### src/rtl/contrast_stretch_map.sv
// contrast_stretch_map
// Second pass of the contrast-stretching pipeline. Latches the frame min/max
// on start, derives a fixed-point scale factor with a restoring divider, then
// streams the source frame through a three-stage map pipeline into the
// destination frame RAM.
//
// Ports:
//   clk_i_stretch      clock, all logic on the rising edge
//   rst_i_stretch      synchronous active-high reset
//   start_i_stretch    start pulse (min/max done); ignored unless IDLE
//   min_i_stretch      frame minimum, sampled with start
//   max_i_stretch      frame maximum, sampled with start
//   rd_en_o_stretch    source RAM read enable
//   rd_addr_o_stretch  source RAM read address
//   rd_data_i_stretch  source pixel, valid one cycle after rd_en
//   wr_en_o_stretch    destination RAM write enable
//   wr_addr_o_stretch  destination RAM write address
//   wr_data_o_stretch  remapped pixel
//   busy_o_stretch     high whenever not IDLE
//   done_o_stretch     one-cycle pulse after the last write
module contrast_stretch_map #(
  parameter int DATA_WIDTH = 8,
  parameter int RAM_DEPTH  = 76800,
  parameter int ADDR_WIDTH = $clog2(RAM_DEPTH),
  parameter int FRAC_BITS  = 8
) (
  input  logic                  clk_i_stretch,
  input  logic                  rst_i_stretch,
  input  logic                  start_i_stretch,
  input  logic [DATA_WIDTH-1:0] min_i_stretch,
  input  logic [DATA_WIDTH-1:0] max_i_stretch,
  output logic                  rd_en_o_stretch,
  output logic [ADDR_WIDTH-1:0] rd_addr_o_stretch,
  input  logic [DATA_WIDTH-1:0] rd_data_i_stretch,
  output logic                  wr_en_o_stretch,
  output logic [ADDR_WIDTH-1:0] wr_addr_o_stretch,
  output logic [DATA_WIDTH-1:0] wr_data_o_stretch,
  output logic                  busy_o_stretch,
  output logic                  done_o_stretch
);

  localparam int QW  = DATA_WIDTH + FRAC_BITS;      // scale factor width
  localparam int PW  = 2 * DATA_WIDTH + FRAC_BITS;  // product width
  localparam int DCW = $clog2(QW);

  localparam logic [QW-1:0]         NUMER     = {{DATA_WIDTH{1'b1}}, {FRAC_BITS{1'b0}}};
  localparam logic [DATA_WIDTH-1:0] PIX_MAX   = '1;
  localparam logic [ADDR_WIDTH-1:0] LAST_ADDR = ADDR_WIDTH'(RAM_DEPTH - 1);
  localparam logic [DCW-1:0]        LAST_STEP = DCW'(QW - 1);
  localparam logic [PW:0]           ROUND     = (PW+1)'(1) << (FRAC_BITS - 1);

  typedef enum logic [2:0] {IDLE, DIV, STREAM, FLUSH, DONE} state_t;

  state_t state_q, state_d;

  // Control registers (reset)
  logic [ADDR_WIDTH-1:0] rd_cnt;
  logic                  s1_valid, s2_valid;

  // Datapath registers (no reset)
  logic [DATA_WIDTH-1:0] min_q, max_q, range_q;
  logic                  identity_q;
  logic [DATA_WIDTH-1:0] rem_q;
  logic [QW-1:0]         numer_q;
  logic [QW-1:0]         scale_q;
  logic [DCW-1:0]        div_cnt;

  logic [ADDR_WIDTH-1:0] s1_addr, s2_addr;
  logic [DATA_WIDTH-1:0] s2_pix;
  logic                  s2_lo, s2_hi;
  logic [PW-1:0]         s2_prod;

  // Combinational helpers
  logic                  accept;
  logic [DATA_WIDTH:0]   trial;
  logic                  trial_ge;
  logic [DATA_WIDTH-1:0] s1_pix, s1_diff;
  logic                  s1_lo, s1_hi;
  logic [PW:0]           rounded;
  logic [PW:0]           shifted;
  logic [DATA_WIDTH-1:0] mapped, s3_result;

  assign accept = (state_q == IDLE) && start_i_stretch;

  // ---------------------------------------------------------------------------
  // FSM
  // ---------------------------------------------------------------------------
  always_ff @(posedge clk_i_stretch) begin
    // NOTE: sequential state is always assigned with <= so every register
    // samples the pre-edge values of its sources, independent of block order.
    if (rst_i_stretch) state_q <= IDLE;
    else               state_q <= state_d;
  end

  always_comb begin
    // NOTE: every signal driven here gets a default first, so no path leaves
    // it unassigned and no latch is inferred.
    state_d           = state_q;
    busy_o_stretch    = (state_q != IDLE);
    done_o_stretch    = (state_q == DONE);
    rd_en_o_stretch   = (state_q == STREAM);
    rd_addr_o_stretch = rd_cnt;
    unique case (state_q)
      IDLE:   if (start_i_stretch)
                state_d = (max_i_stretch > min_i_stretch) ? DIV : STREAM;
      DIV:    if (div_cnt == LAST_STEP) state_d = STREAM;
      STREAM: if (rd_cnt == LAST_ADDR) state_d = FLUSH;
      // The last pixel is on the write port this cycle; done follows it.
      FLUSH:  if (wr_en_o_stretch && (wr_addr_o_stretch == LAST_ADDR)) state_d = DONE;
      DONE:   state_d = IDLE;
      default: state_d = IDLE;
    endcase
  end

  // ---------------------------------------------------------------------------
  // Frame parameters and restoring divider: scale = floor(NUMER / range)
  // ---------------------------------------------------------------------------
  // Bring down the next numerator bit; range fits DATA_WIDTH bits so the
  // partial remainder never needs more than DATA_WIDTH+1.
  assign trial    = {rem_q, numer_q[QW-1]};
  assign trial_ge = (trial >= {1'b0, range_q});

  // NOTE: frame parameters, divider and pipeline data carry no reset; only
  // the valid bits and visible outputs need a defined value after reset.
  always_ff @(posedge clk_i_stretch) begin
    if (accept) begin
      min_q      <= min_i_stretch;
      max_q      <= max_i_stretch;
      range_q    <= max_i_stretch - min_i_stretch;
      identity_q <= !(max_i_stretch > min_i_stretch);
      rem_q      <= '0;
      numer_q    <= NUMER;
      scale_q    <= '0;
      div_cnt    <= '0;
    end else if (state_q == DIV) begin
      rem_q   <= trial_ge ? DATA_WIDTH'(trial - {1'b0, range_q}) : trial[DATA_WIDTH-1:0];
      scale_q <= {scale_q[QW-2:0], trial_ge};
      numer_q <= numer_q << 1;
      div_cnt <= div_cnt + 1'b1;
    end
  end

  // ---------------------------------------------------------------------------
  // Map pipeline
  // S1: tag (valid/address) aligned with the RAM's registered read data;
  //     the pixel register is the source RAM output itself.
  // S2: flags and product.  S3: result onto the write port.
  // ---------------------------------------------------------------------------
  assign s1_pix  = rd_data_i_stretch;
  assign s1_lo   = (s1_pix <= min_q);
  assign s1_hi   = (s1_pix >= max_q);
  assign s1_diff = s1_pix - min_q;

  always_ff @(posedge clk_i_stretch) begin
    s1_addr <= rd_cnt;
    s2_addr <= s1_addr;
    s2_pix  <= s1_pix;
    s2_lo   <= s1_lo;
    s2_hi   <= s1_hi;
    // Clamped pixels skip the multiply; their product is never used.
    s2_prod <= (s1_lo || s1_hi) ? '0 : PW'(s1_diff) * PW'(scale_q);
  end

  assign rounded = {1'b0, s2_prod} + ROUND;
  assign shifted = rounded >> FRAC_BITS;
  assign mapped  = (|shifted[PW:DATA_WIDTH]) ? PIX_MAX : shifted[DATA_WIDTH-1:0];

  always_comb begin
    s3_result = mapped;
    if (identity_q)  s3_result = s2_pix;
    else if (s2_hi)  s3_result = PIX_MAX;
    else if (s2_lo)  s3_result = '0;
  end

  always_ff @(posedge clk_i_stretch) begin
    if (rst_i_stretch) begin
      rd_cnt            <= '0;
      s1_valid          <= 1'b0;
      s2_valid          <= 1'b0;
      wr_en_o_stretch   <= 1'b0;
      wr_addr_o_stretch <= '0;
      wr_data_o_stretch <= '0;
    end else begin
      if (state_q == STREAM)
        rd_cnt <= (rd_cnt == LAST_ADDR) ? '0 : rd_cnt + 1'b1;
      s1_valid        <= rd_en_o_stretch;
      s2_valid        <= s1_valid;
      wr_en_o_stretch <= s2_valid;
      if (s2_valid) begin
        wr_addr_o_stretch <= s2_addr;
        wr_data_o_stretch <= s3_result;
      end
    end
  end

endmodule

### config.mk
export PLATFORM = sky130hd
export DESIGN_NAME = contrast_stretch_map
export DESIGN_NICKNAME = d
export VERILOG_FILES = /design/src/rtl/contrast_stretch_map.sv
export SDC_FILE = /design/constraint.sdc
export NUM_CORES = 1
export LEC_CHECK = 0
export ABC_CLOCK_PERIOD_IN_PS = 9420
export BUFFER_PORTS_ARGS = -buffer_cell sky130_fd_sc_hd__buf_4
export CORE_UTILIZATION = 40
export DETAILED_ROUTE_END_ITERATION = 8
export PLACE_DENSITY = 0.56
export SLEW_MARGIN = 20
export SYNTH_ARGS = -nofsm -noshare
export SYNTH_HDL_FRONTEND = slang
export SYNTH_SLANG_ARGS = --single-unit
### constraint.sdc
create_clock -name clk_i_stretch -period 9.42 [get_ports clk_i_stretch]
set_input_delay 0.471 -clock clk_i_stretch [delete_from_list [all_inputs] [get_ports clk_i_stretch]]
set_output_delay 0.471 -clock clk_i_stretch [all_outputs]
set_load 0.03 [all_outputs]
# Word-level counts from Yosys, hierarchy flattened
# Index checks and enable logic that the tools add are counted.
# classes
addsub	6
multipliers	1
n_div	0
magnitude_cmp	4
n_eq_ne	11
shifts	0
mux	12
n_bitwise	0
reduce_logical	8
# ops
operator	count
two-way mux 8 bit	5
== test 17 bit, second input constant	2
adder 24 x 8 -> 25 bit, second input constant	1
multiplier 8 x 16 -> 24 bit	1
subtractor 8 bit	3
adder 17 x 1 -> 17 bit, second input constant	1
two-way mux 17 bit	1
two-way mux 3 bit	4
case mux 3 bit (4 select lines)	1
>= comparator 9 x 8 -> 1 bit	1
OR reduction 9 bit	1
>= comparator 8 bit	1
greater-than comparator 8 bit	1
less-or-equal comparator 8 bit	1
== test 3 x 2 -> 1 bit, second input constant	2
inequality test 2 bit, second input constant	3
adder 4 x 1 -> 4 bit, second input constant	1
== test 4 bit, second input constant	1
AND reduction 4 bit	1
== test 3 x 1 -> 1 bit, second input constant	1
== test 3 bit, second input constant	1
zero test 3 bit	1
nonzero test 3 bit	1
logical AND 1 bit	2
other kinds (4)	4
# word_totals
register_bits	177
latchBits	0
ramBits	0
mem_bits_ro	0
out_inout_bits	46
mem_count	0

# Longest topological paths before layout
# Gate-level depths: netlist of the first run.
# logic_depth
ltp_word	6
mapped_depth	25
depth_no_buf	24

# Worst setup path after synthesis of the first run
# Ideal clock, no wire load.
# synth_timing
path_kind	input -> register
start	input port rd_data_i_stretch[1]
end	register s2_prod[21]
setup_ps	123
t_arrival_ps	5988
required_ps	9297
path_slack_ps	3308
stages	21
n_path_buf	0
cell_sequence	ha_1 nor2b_1 o21ai_2 a21boi_1 o21a_1 o41ai_4 mux2_1 fa_1 fa_1 inv_1 fa_1 inv_1 fa_1 inv_1 ha_1 nand3_1 nor3_1 o21a_2 o211ai_1 a31oi_1 mux2_1
# synth_via
elab_chain_cells	2
elab_cells_between_ends	5
# synth_lines
item	line_no	text
from (decl)	34	input logic [DATA_WIDTH-1:0] rd_data_i_stretch,
subtractor 8 bit, or another cell as far along	152	assign s1_diff = s1_pix - min_q;
multiplier 8 x 16 -> 24 bit or logical OR 1 bit (tied branches)	161	s2_prod <= (s1_lo || s1_hi) ? '0 : PW'(s1_diff) * PW'(scale_q);
to (signal assigned)	161	
to (decl)	71	logic [PW-1:0] s2_prod;
# Several ways; a longest one is shown, not always the timed one.
# A chain may end at the register's enable or synchronous reset.

# Worst setup path after layout of the first run
# layout_timing
start	register min_q[1]
end	register s2_prod[21]
# layout_via
elab_chain_cells	2
elab_cells_between_ends	4
# layout_lines
item	line_no	text
from (decl)	61	logic [DATA_WIDTH-1:0] min_q, max_q, range_q;
from (signal assigned)	127	min_q <= min_i_stretch;
subtractor 8 bit or less-or-equal comparator 8 bit (tied branches)	152, 150	
multiplier 8 x 16 -> 24 bit or logical OR 1 bit (tied branches)	161	
# Several ways; a longest one is shown, not always the timed one.

==> metrics.cfg, run 1 <==
[outcome]
outcome = completed

[timing]
worst_slew_pin_slew_ps = 970.2
setup_tns_ps = 0
rsz0062_at_grt = no
hold_viol = 0
layout_setup_ws_ps = 2408
timing.hold.ws_ps = 158.8
finalClockSkew_ps = 14.54
finalCritPeriodShare_pct = 74.44
final_max_slew_viol_count = 0
min_period_ps = 7012
setup_viol = 0
relSlewSlack_pct = 34.74
max_freq_mhz = 142.6

[final_layout]
diodes = 0
final_nets = 1484
fin_util_pct = 46.35
fillers = 2779
drive_gt1_share_pct = 10.10
synthToLayoutAreaGrowth_pct = 13.32

[detailed_routing]
first_iter_violations = 601
route.detailed.drc = 0
firstDrtPassIters = 4
wl_per_cell_um = 15.32
drt-total-wl_um = 25810
vias = 8421
vias_per_cell = 4.998
antenna_left = 0

[power_and_ir_drop]
leakage_nw = 5.815
finalPower_mw = 2.375
powerDensity_nw_per_um2 = 183.4
peakVddDrop_uv = 165.9

[synthesis]
avgSynthCellArea_sq_um = 9.192
synth.most_common_cell = inv_1
synthTopCellsByCount = inv_1 (165), dfxtp_1 (145), nand2_1 (121), fa_1 (86), nor2_1 (83)
netlist_instances = 1243
yosysUniqueCellTypes = 78
synth_area_sq_um = 11430
yosysTopAreaCell = dfxtp_1
seq_area_frac_synth_pct = 31.98
synthTopCellsByArea = dfxtp_1 (25%), fa_1 (15%), ha_1 (8.4%), edfxtp_1 (6.6%), inv_1 (5.4%)
synth_top_area_share_pct = 25.41
synth_seq_cells = 170
ys_warn_count = 0
syn_nets = 1433
synthArstFlopShare_pct = 0
synth_flop_cell = dfxtp_1
synth_edf_count = 25

[cts]
post_cts.repair.setup_buffers = 0
clock_sinks = 170
cts-root-buf = clkbuf_16
numCtsBuffers = 17
path_clk_slew_ps = 70
cts-resized-gates = 0
clk_path_buf_depth = 2
holdBufCountCts = 0
clk_latency_ps = 440
htreeDepth = 4
cts_tree = yes

[place]
place_congestion = 0.8472
place_ws_ps = 2197
hpwl_um = 19990
numPortBuffers = 72

[grt]
met2_usage_pct = 31.00
overflow = 0
use_met3_pct = 2.822
grt_max_degree = 45
grt.busiest_layer = met2
grt_pass1_wl_um = 42830
grt_pass1_vias = 8359
use_met1_pct = 25.35
grt_use_total_pct = 18.82
antenna_found_initial = 0

[die]
num_rows = 61
io_pins = 73
coreArea_sq_um = 27930
die_w_um = 171.0
fp.dieH_um = 171.0
start_util_pct = 40.90
die_area_sq_um = 29240

[setup_path]
cp.arrival_ps = 7330
required_ps = 9740
start_kind = flop
critPathKind = reg2reg
cp_max_fo = 9
endpoint_kind = flop

[min_path]
hold_class = in2reg

[run]
maxCapViolCount = 0

final cells by class:
type                       count  area (sq um)  area share [%]
clock buffer                  17         425.4           3.286
clock inverter                15         203.9           1.575
tap                          378         473.0           3.653
sequential                   170          3654           28.22
inverter                     165         619.3           4.784
timing repair buffer          81         608.1           4.697
multi-input combinational    859          6964           53.79
worst paths after layout:
| check | depth (start not counted) | to | startpoint | slack [ps] |
|---|---|---|---|---|
| max | 23 | s2_prod[21]$_SDFF_PP0_ | min_q[1]$_DFFE_PP_ | 2410 |
| min | 1 | s2_pix[0]$_DFF_P_ | rd_data_i_stretch[0] | 160 |
| max reg2reg | 23 | s2_prod[21]$_SDFF_PP0_ | min_q[1]$_DFFE_PP_ | 2410 |
| min reg2reg | 0 | s2_addr[4]$_DFF_P_ | s1_addr[4]$_DFF_P_ | 330 |
cells by family after synthesis:
logic type | share of synthesized area [%]
AO/OA/AOI/OAI | 10.25
XOR/XNOR | 3.219
adder cells (fa/ha/maj) | 23.50
buffers and inverters | 7.151
flip-flops | 31.98
multiplexers | 3.296
AND/OR/NAND/NOR | 20.61
state kept, by name, summed over array words and instances (netlist names), 3 cells and up:
name               cells
wr_addr_o_stretch     17
s1_addr               17
s2_addr               17
s2_pix                 8
range_q                8
scale_q               16
state_q                3
rem_q                  8
max_q                  8
rd_addr_o_stretch     17
s2_prod               17
wr_data_o_stretch      8
div_cnt                4
numer_q                8
min_q                  8
stage by stage:
stage	cell area, sq um	instances
finish	12950	1685
global route	12950	1685
CTS	12940	1685
detailed placement	12320	1653
global placement	12320	1653
floorplan	11430	1243
cells in the final DEF, fill, tap and decap left out, drive strengths merged, types with 29 or more instances in the layout:
cell type,n
inv,175
dfxtp,145
nand2,121
fa,86
nor2,83
buf,81
ha,77
and2,59
a21oi,38
nand2b,35
o21ai,35
mux2i,32
nand3,32
nor3,29
where the power goes:
group	internal [mW]	total (mW)	leakage [nW]	switching [mW]
sequential	0.832	0.898	1.41	0.0663
combinational	0.276	0.753	4.10	0.477
clock	0.369	0.724	0.303	0.355
critical path, stage by stage (launching register included):
cell and delay, ps:
edfxtp_1 360, inv_1 110, ha_1 260, nor2b_1 150, o21ai_2 130, a21boi_1 100, o21a_1 220, o41ai_4 660
buf_4 320, mux2_1 370, fa_1 510, fa_1 540, inv_1 50, fa_1 520, inv_1 50, fa_1 530
inv_1 40, ha_1 340, nand3_1 110, nor3_1 560, o21a_2 280, o211ai_1 130, a31oi_1 220, mux2_1 340
routing by layer:
layer | routed length [um] | vias to the layer above | share of wire (%)
met3 | 714 | 26 | 2.8
met4 | 467 | 0 | 1.8
met2 | 12020 | 125 | 47
met1 | 12610 | 4036 | 49
li1 | - | 4234 | -
met5 | 0 | - | 0
Note: power is estimated with default switching activity, not from simulation.
==> run 2, diff against run 1 <==
- ABC_CLOCK_PERIOD_IN_PS: 9420 -> 6000
- PLACE_DENSITY: 0.56 -> 0.59
- clock period: 9.42 -> 6 ns (I/O delays scaled with it)
==> run 2 against run 1 <==
  * Largest cell class unchanged
  * Total power rose by 67%
  * First-iteration DRC count is 30% lower
  * Clock power rose by 66%
  * Critical path type unchanged
==> metrics.cfg, run 2 (synthesis gave the netlist of run 1 again) <==
[grt]
overflow = 0
grt_pass1_wl_um = 44290
antenna_found_initial = 0
use_met3_pct = 2.892
met2_usage_pct = 32.82
grt_use_total_pct = 19.25
grt_max_degree = 45
grt.busiest_layer = met2
grt_pass1_vias = 8886
use_met1_pct = 24.96

[place]
hpwl_um = 20430
place_congestion = 0.8689
numPortBuffers = 72
placedCellCount = 1708

[setup_path]
crit_slowest_cell = fa_1
reg2regPathDepth = 25
cp_max_fo = 7
regToRegStartpoint = min_q[1]$_DFFE_PP_
regToRegEndpoint = s2_prod[21]$_SDFF_PP0_
critPathKind = reg2reg
start_kind = flop
cp.arrival_ps = 6210
crit_family = adder cells
crit_top_cell = fa_1
critical_path_buf_inv_count = 7
r2r_slack_ps = 100
endpoint_kind = flop
required_ps = 6310
critical-path-max-stage-delay_ps = 520

[detailed_routing]
vias_per_cell = 5.059
vias = 8878
drt-total-wl_um = 27170
wl_per_cell_um = 15.48
antenna_left = 0
first_iter_violations = 422
route.detailed.drc = 0
firstDrtPassIters = 5

[timing]
hold_viol = 0
finalClockSkew_ps = 14.85
worst_slew_pin_slew_ps = 946.4
min_period_ps = 5900
max_freq_mhz = 169.5
final_max_slew_viol_count = 0
finalCritPeriodShare_pct = 98.33
rsz0062_at_grt = yes
timing.hold.ws_ps = 24.89
relSlewSlack_pct = 36.34
setup_viol = 0

[min_path]
hold_end = s2_pix[2]$_DFF_P_
hold_class = in2reg
min_from = rd_data_i_stretch[2]
hold_depth = 1

[final_layout]
post_layout_nonfiller_instances = 1755
layout_common_cells = inv_1 (154), dfxtp_1 (145), buf_4 (141)
final_nets = 1554
final_common_cell = inv_1
diodes = 0
drive_gt1_share_pct = 19.32
synthToLayoutAreaGrowth_pct = 21.77

[die]
start_util_pct = 40.90
num_rows = 61
die_area_sq_um = 29240
fp.dieH_um = 171.0
coreArea_sq_um = 27930
io_pins = 73
die_w_um = 171.0

[cts]
clk_latency_ps = 430
path_clk_slew_ps = 70
cts-root-buf = clkbuf_16
htreeDepth = 4
clock_sinks = 170
cts_tree = yes
numCtsBuffers = 17
clk_path_buf_depth = 2

[outcome]
outcome = completed

[run]
maxCapViolCount = 0

[power_and_ir_drop]
peakVddDrop_uv = 258.3
powerDensity_nw_per_um2 = 285.6
leakage_nw = 6.184

## run 2: cell count changes in the layout (fill, tap and decap cells not counted), sizes merged
cell / change
dlygate4sd3: +1
clkinvlp: +1
bufinv: +3
inv: -1
clkinv: -3
buf: +69
## run 2: timing repair
item,CTS,global route
hold buffers,1,0
gates resized for setup,27,67
pin swaps,20,55
gates cloned,0,1
setup endpoints to repair,6,14
setup buffers,5,8
endpoints found under the hold margin,1,0
## run 2: stage by stage
stage	utilization [%]	cell area [sq um]	setup slack (ps)	TNS (ps)	total power, mW
after global routing	49.81	13910	-58.80	-153.3	4.214
after detailed placement	45.61	12740	-183.9	-674.1	2.694
after floorplan	-	11430	-21.91	-21.91	2.289
final	49.81	13910	100.3	0	3.973
after global placement	45.61	12740	-78.81	-253.1	2.680
after CTS	48.58	13570	3.269	0	3.933
## run 2: how the worst max path moves through the flow
stage,start,endpoint,depth (start not counted)
after detailed placement,rd_data_i_stretch[1],s2_prod[21]$_SDFF_PP0_,21
final,min_q[1]$_DFFE_PP_,s2_prod[21]$_SDFF_PP0_,25
after global placement,rd_data_i_stretch[1],s2_prod[21]$_SDFF_PP0_,22
after floorplan,min_q[1]$_DFFE_PP_,s2_prod[21]$_SDFF_PP0_,22
after CTS,min_q[1]$_DFFE_PP_,s2_prod[23]$_SDFF_PP0_,26
after global routing,min_q[1]$_DFFE_PP_,s2_prod[21]$_SDFF_PP0_,22
## run 2: layout make-up
cell class	count	area, sq um
inverter	165	619.3
clock inverter	15	219.0
tap	378	473.0
timing repair buffer	151	1182
fill	2640	14020
clock buffer	17	425.4
sequential	170	3654
multi-input combinational	859	7341
## run 2: where the power goes
part / switching [mW] / total, mW / internal [mW]
Clock: 0.515 / 1.20 / 0.681
Sequential: 0.105 / 1.41 / 1.31
Combinational: 0.805 / 1.37 / 0.561
Total: 1.42 / 3.97 / 2.55
## run 2: routing by layer
layer | wire length, um | up-vias | part of all wire [%]
li1 | - | 4385 | -
met1 | 12620 | 4297 | 46
met2 | 13040 | 166 | 48
met3 | 989 | 30 | 3.6
met4 | 519 | 0 | 1.9
met5 | 0 | - | 0
==> run 3, diff against run 2 <==
- ABC_AREA: unset -> 1
- BUFFER_PORTS_ARGS: -buffer_cell sky130_fd_sc_hd__buf_4 -> -buffer_cell sky130_fd_sc_hd__buf_2
==> run 3 against run 2 <==
  * Sequential share of layout area rose by 2.0 points
  * First-iteration DRC count rose by 41%
  * Non-clock buffer count fell by 62
  * Cell count rose by 8.9%
  * Largest cell class unchanged
==> metrics.cfg, run 3 <==
[cts]
cts_tree = yes
clk_latency_ps = 430
clock_sinks = 170
htreeDepth = 4
holdBufCountCts = 0
path_clk_slew_ps = 80
post_cts.repair.setup_buffers = 0
cts-root-buf = clkbuf_16
numCtsBuffers = 17
clk_path_buf_depth = 2

[synthesis]
synthArstFlopShare_pct = 0
netlist_instances = 1444
synth.most_common_cell = inv_1
synth_area_sq_um = 11360
ys_warn_count = 0
synth_top_area_share_pct = 25.56
syn_nets = 1634
yosysTopAreaCell = dfxtp_1
synthTopCellsByCount = inv_1 (276), nand2_1 (248), nor2_1 (194), dfxtp_1 (145), a21oi_1 (95)
synth_flop_cell = dfxtp_1
yosysUniqueCellTypes = 48
avgSynthCellArea_sq_um = 7.864
seq_area_frac_synth_pct = 32.17
synthTopCellsByArea = dfxtp_1 (26%), fa_1 (15%), inv_1 (9.1%), ha_1 (8.5%), nand2_1 (8.2%)
synth_seq_cells = 170
synth_edf_count = 25

[timing]
hold_viol = 0
setup_viol = 0
rsz0062_at_grt = no
finalCritPeriodShare_pct = 94.50
min_period_ps = 5670
relSlewSlack_pct = 38.66
max_freq_mhz = 176.4
finalClockSkew_ps = 18.02
final_max_slew_viol_count = 0
setup_tns_ps = 0
worst_slew_pin_slew_ps = 914.5

[power_and_ir_drop]
leakage_nw = 6.217
peakVddDrop_uv = 319.7
powerDensity_nw_per_um2 = 557.0

[detailed_routing]
firstDrtPassIters = 5
first_iter_violations = 597
drt-total-wl_um = 26710
wl_per_cell_um = 13.97
vias_per_cell = 4.824
route.detailed.drc = 0
antenna_left = 0
vias = 9223

[min_path]
min_from = rd_data_i_stretch[2]
hold_depth = 1
hold_class = in2reg
hold_end = s2_pix[2]$_DFF_P_

[place]
place_congestion = 0.8768
numPortBuffers = 72
hpwl_um = 21040

[setup_path]
reg2regPathDepth = 26
endpoint_kind = flop
cp_max_fo = 8
r2r_slack_ps = 330
critical-path-max-stage-delay_ps = 540
crit_slowest_cell = fa_1
cp.arrival_ps = 5990
regToRegStartpoint = min_q[0]$_DFFE_PP_
crit_top_cell = fa_1
regToRegEndpoint = s2_prod[21]$_SDFF_PP0_
start_kind = flop
required_ps = 6320
critPathKind = reg2reg

[final_layout]
final_nets = 1711
layout_common_cells = inv_1 (276), nand2_1 (241), nor2_1 (192)
diodes = 0
synthToLayoutAreaGrowth_pct = 13.72
final_common_cell = inv_1
drive_gt1_share_pct = 11.34
fin_util_pct = 46.36

[die]
die_area_sq_um = 29070
io_pins = 73
die_w_um = 170.5
coreArea_sq_um = 27860
num_rows = 61
start_util_pct = 40.76
fp.dieH_um = 170.5

[grt]
overflow = 0
antenna_found_initial = 0
grt_pass1_vias = 8812
grt_use_total_pct = 19.08
grt_pass1_wl_um = 43740
grt_max_degree = 51

[run]
maxCapViolCount = 0

[outcome]
outcome = completed

## run 3: what timing repair did
action                                  4_1_cts  5_1_grt
gates resized for setup                       0       23
hold endpoints to repair                      0        0
endpoints found under the setup margin        0       13
## run 3: power breakdown
group	total (mW)	switching, mW	internal (mW)
logic	4.52	2.92	1.60
clock network	1.15	0.572	0.581
registers	1.52	0.156	1.37
## run 3: final cells by class
class / count / area, sq um
clock buffers: 17 / 425.4
clock inverters: 15 / 206.4
fillers: 2751 / 14940
inverters: 282 / 1059
multi-input cells: 961 / 6596
flip-flops and latches: 170 / 3654
well taps: 378 / 473.0
repair buffers: 89 / 500.5
## run 3: worst max path at each step
stage | end | from | cells past startpoint | slack [ps]
after detailed placement | s2_prod[20]$_SDFF_PP0_ | rd_data_i_stretch[0] | 29 | 60
after global placement | s2_prod[20]$_SDFF_PP0_ | rd_data_i_stretch[0] | 29 | 120
after floorplan | s2_prod[17]$_SDFF_PP0_ | rd_data_i_stretch[0] | 27 | 670
final | s2_prod[21]$_SDFF_PP0_ | min_q[0]$_DFFE_PP_ | 26 | 330
after CTS | s2_prod[20]$_SDFF_PP0_ | min_q[0]$_DFFE_PP_ | 27 | 130
after global routing | s2_prod[20]$_SDFF_PP0_ | min_q[0]$_DFFE_PP_ | 27 | 1
## run 3: kinds of logic after synthesis
logic type / count (synthesis) / share of synthesized area (%)
AND/OR/NAND/NOR: 565 / 21.20
adder cells (fa/ha/maj): 163 / 23.64
flip-flops: 170 / 32.17
AO/OA/AOI/OAI: 197 / 9.718
buffers and inverters: 313 / 10.49
XOR/XNOR: 36 / 2.777
## run 3: metrics by stage
step | std cells | hold slack (ps) | power, mW | instance area, sq um | worst slack, ps
3_5_place_dp | 1880 | 312.1 | 5.846 | 12200 | 60.30
2_1_floorplan | 1444 | 309.6 | 4.806 | 11360 | 670.9
5_1_grt | 1912 | 3.666 | 7.960 | 12910 | 0.9606
6_report | 1912 | 21.61 | 7.192 | 12910 | 329.9
4_1_cts | 1912 | 0.2156 | 7.055 | 12830 | 134.1
3_3_place_gp | 1880 | 310.0 | 5.844 | 12200 | 122.8
## run 3: worst max-delay path, delay by kind of cell, from the launching register on
family / cells / cell delay, ps
and+or+nand+nor: 8 / 840
AOI/OAI and AO/OA: 7 / 990
DFF: 1 / 410
adders and majority gates: 7 / 2980
buffers and inverters: 4 / 300
## run 3: routing by layer
layer	share of wire (%)	vias to the layer above	GRT usage [%]
met1	50	4324	26.54
met3	3.6	32	3.215
li1	-	4681	-
met4	1.6	0	5.523
met5	0	-	0
met2	45	186	30.38
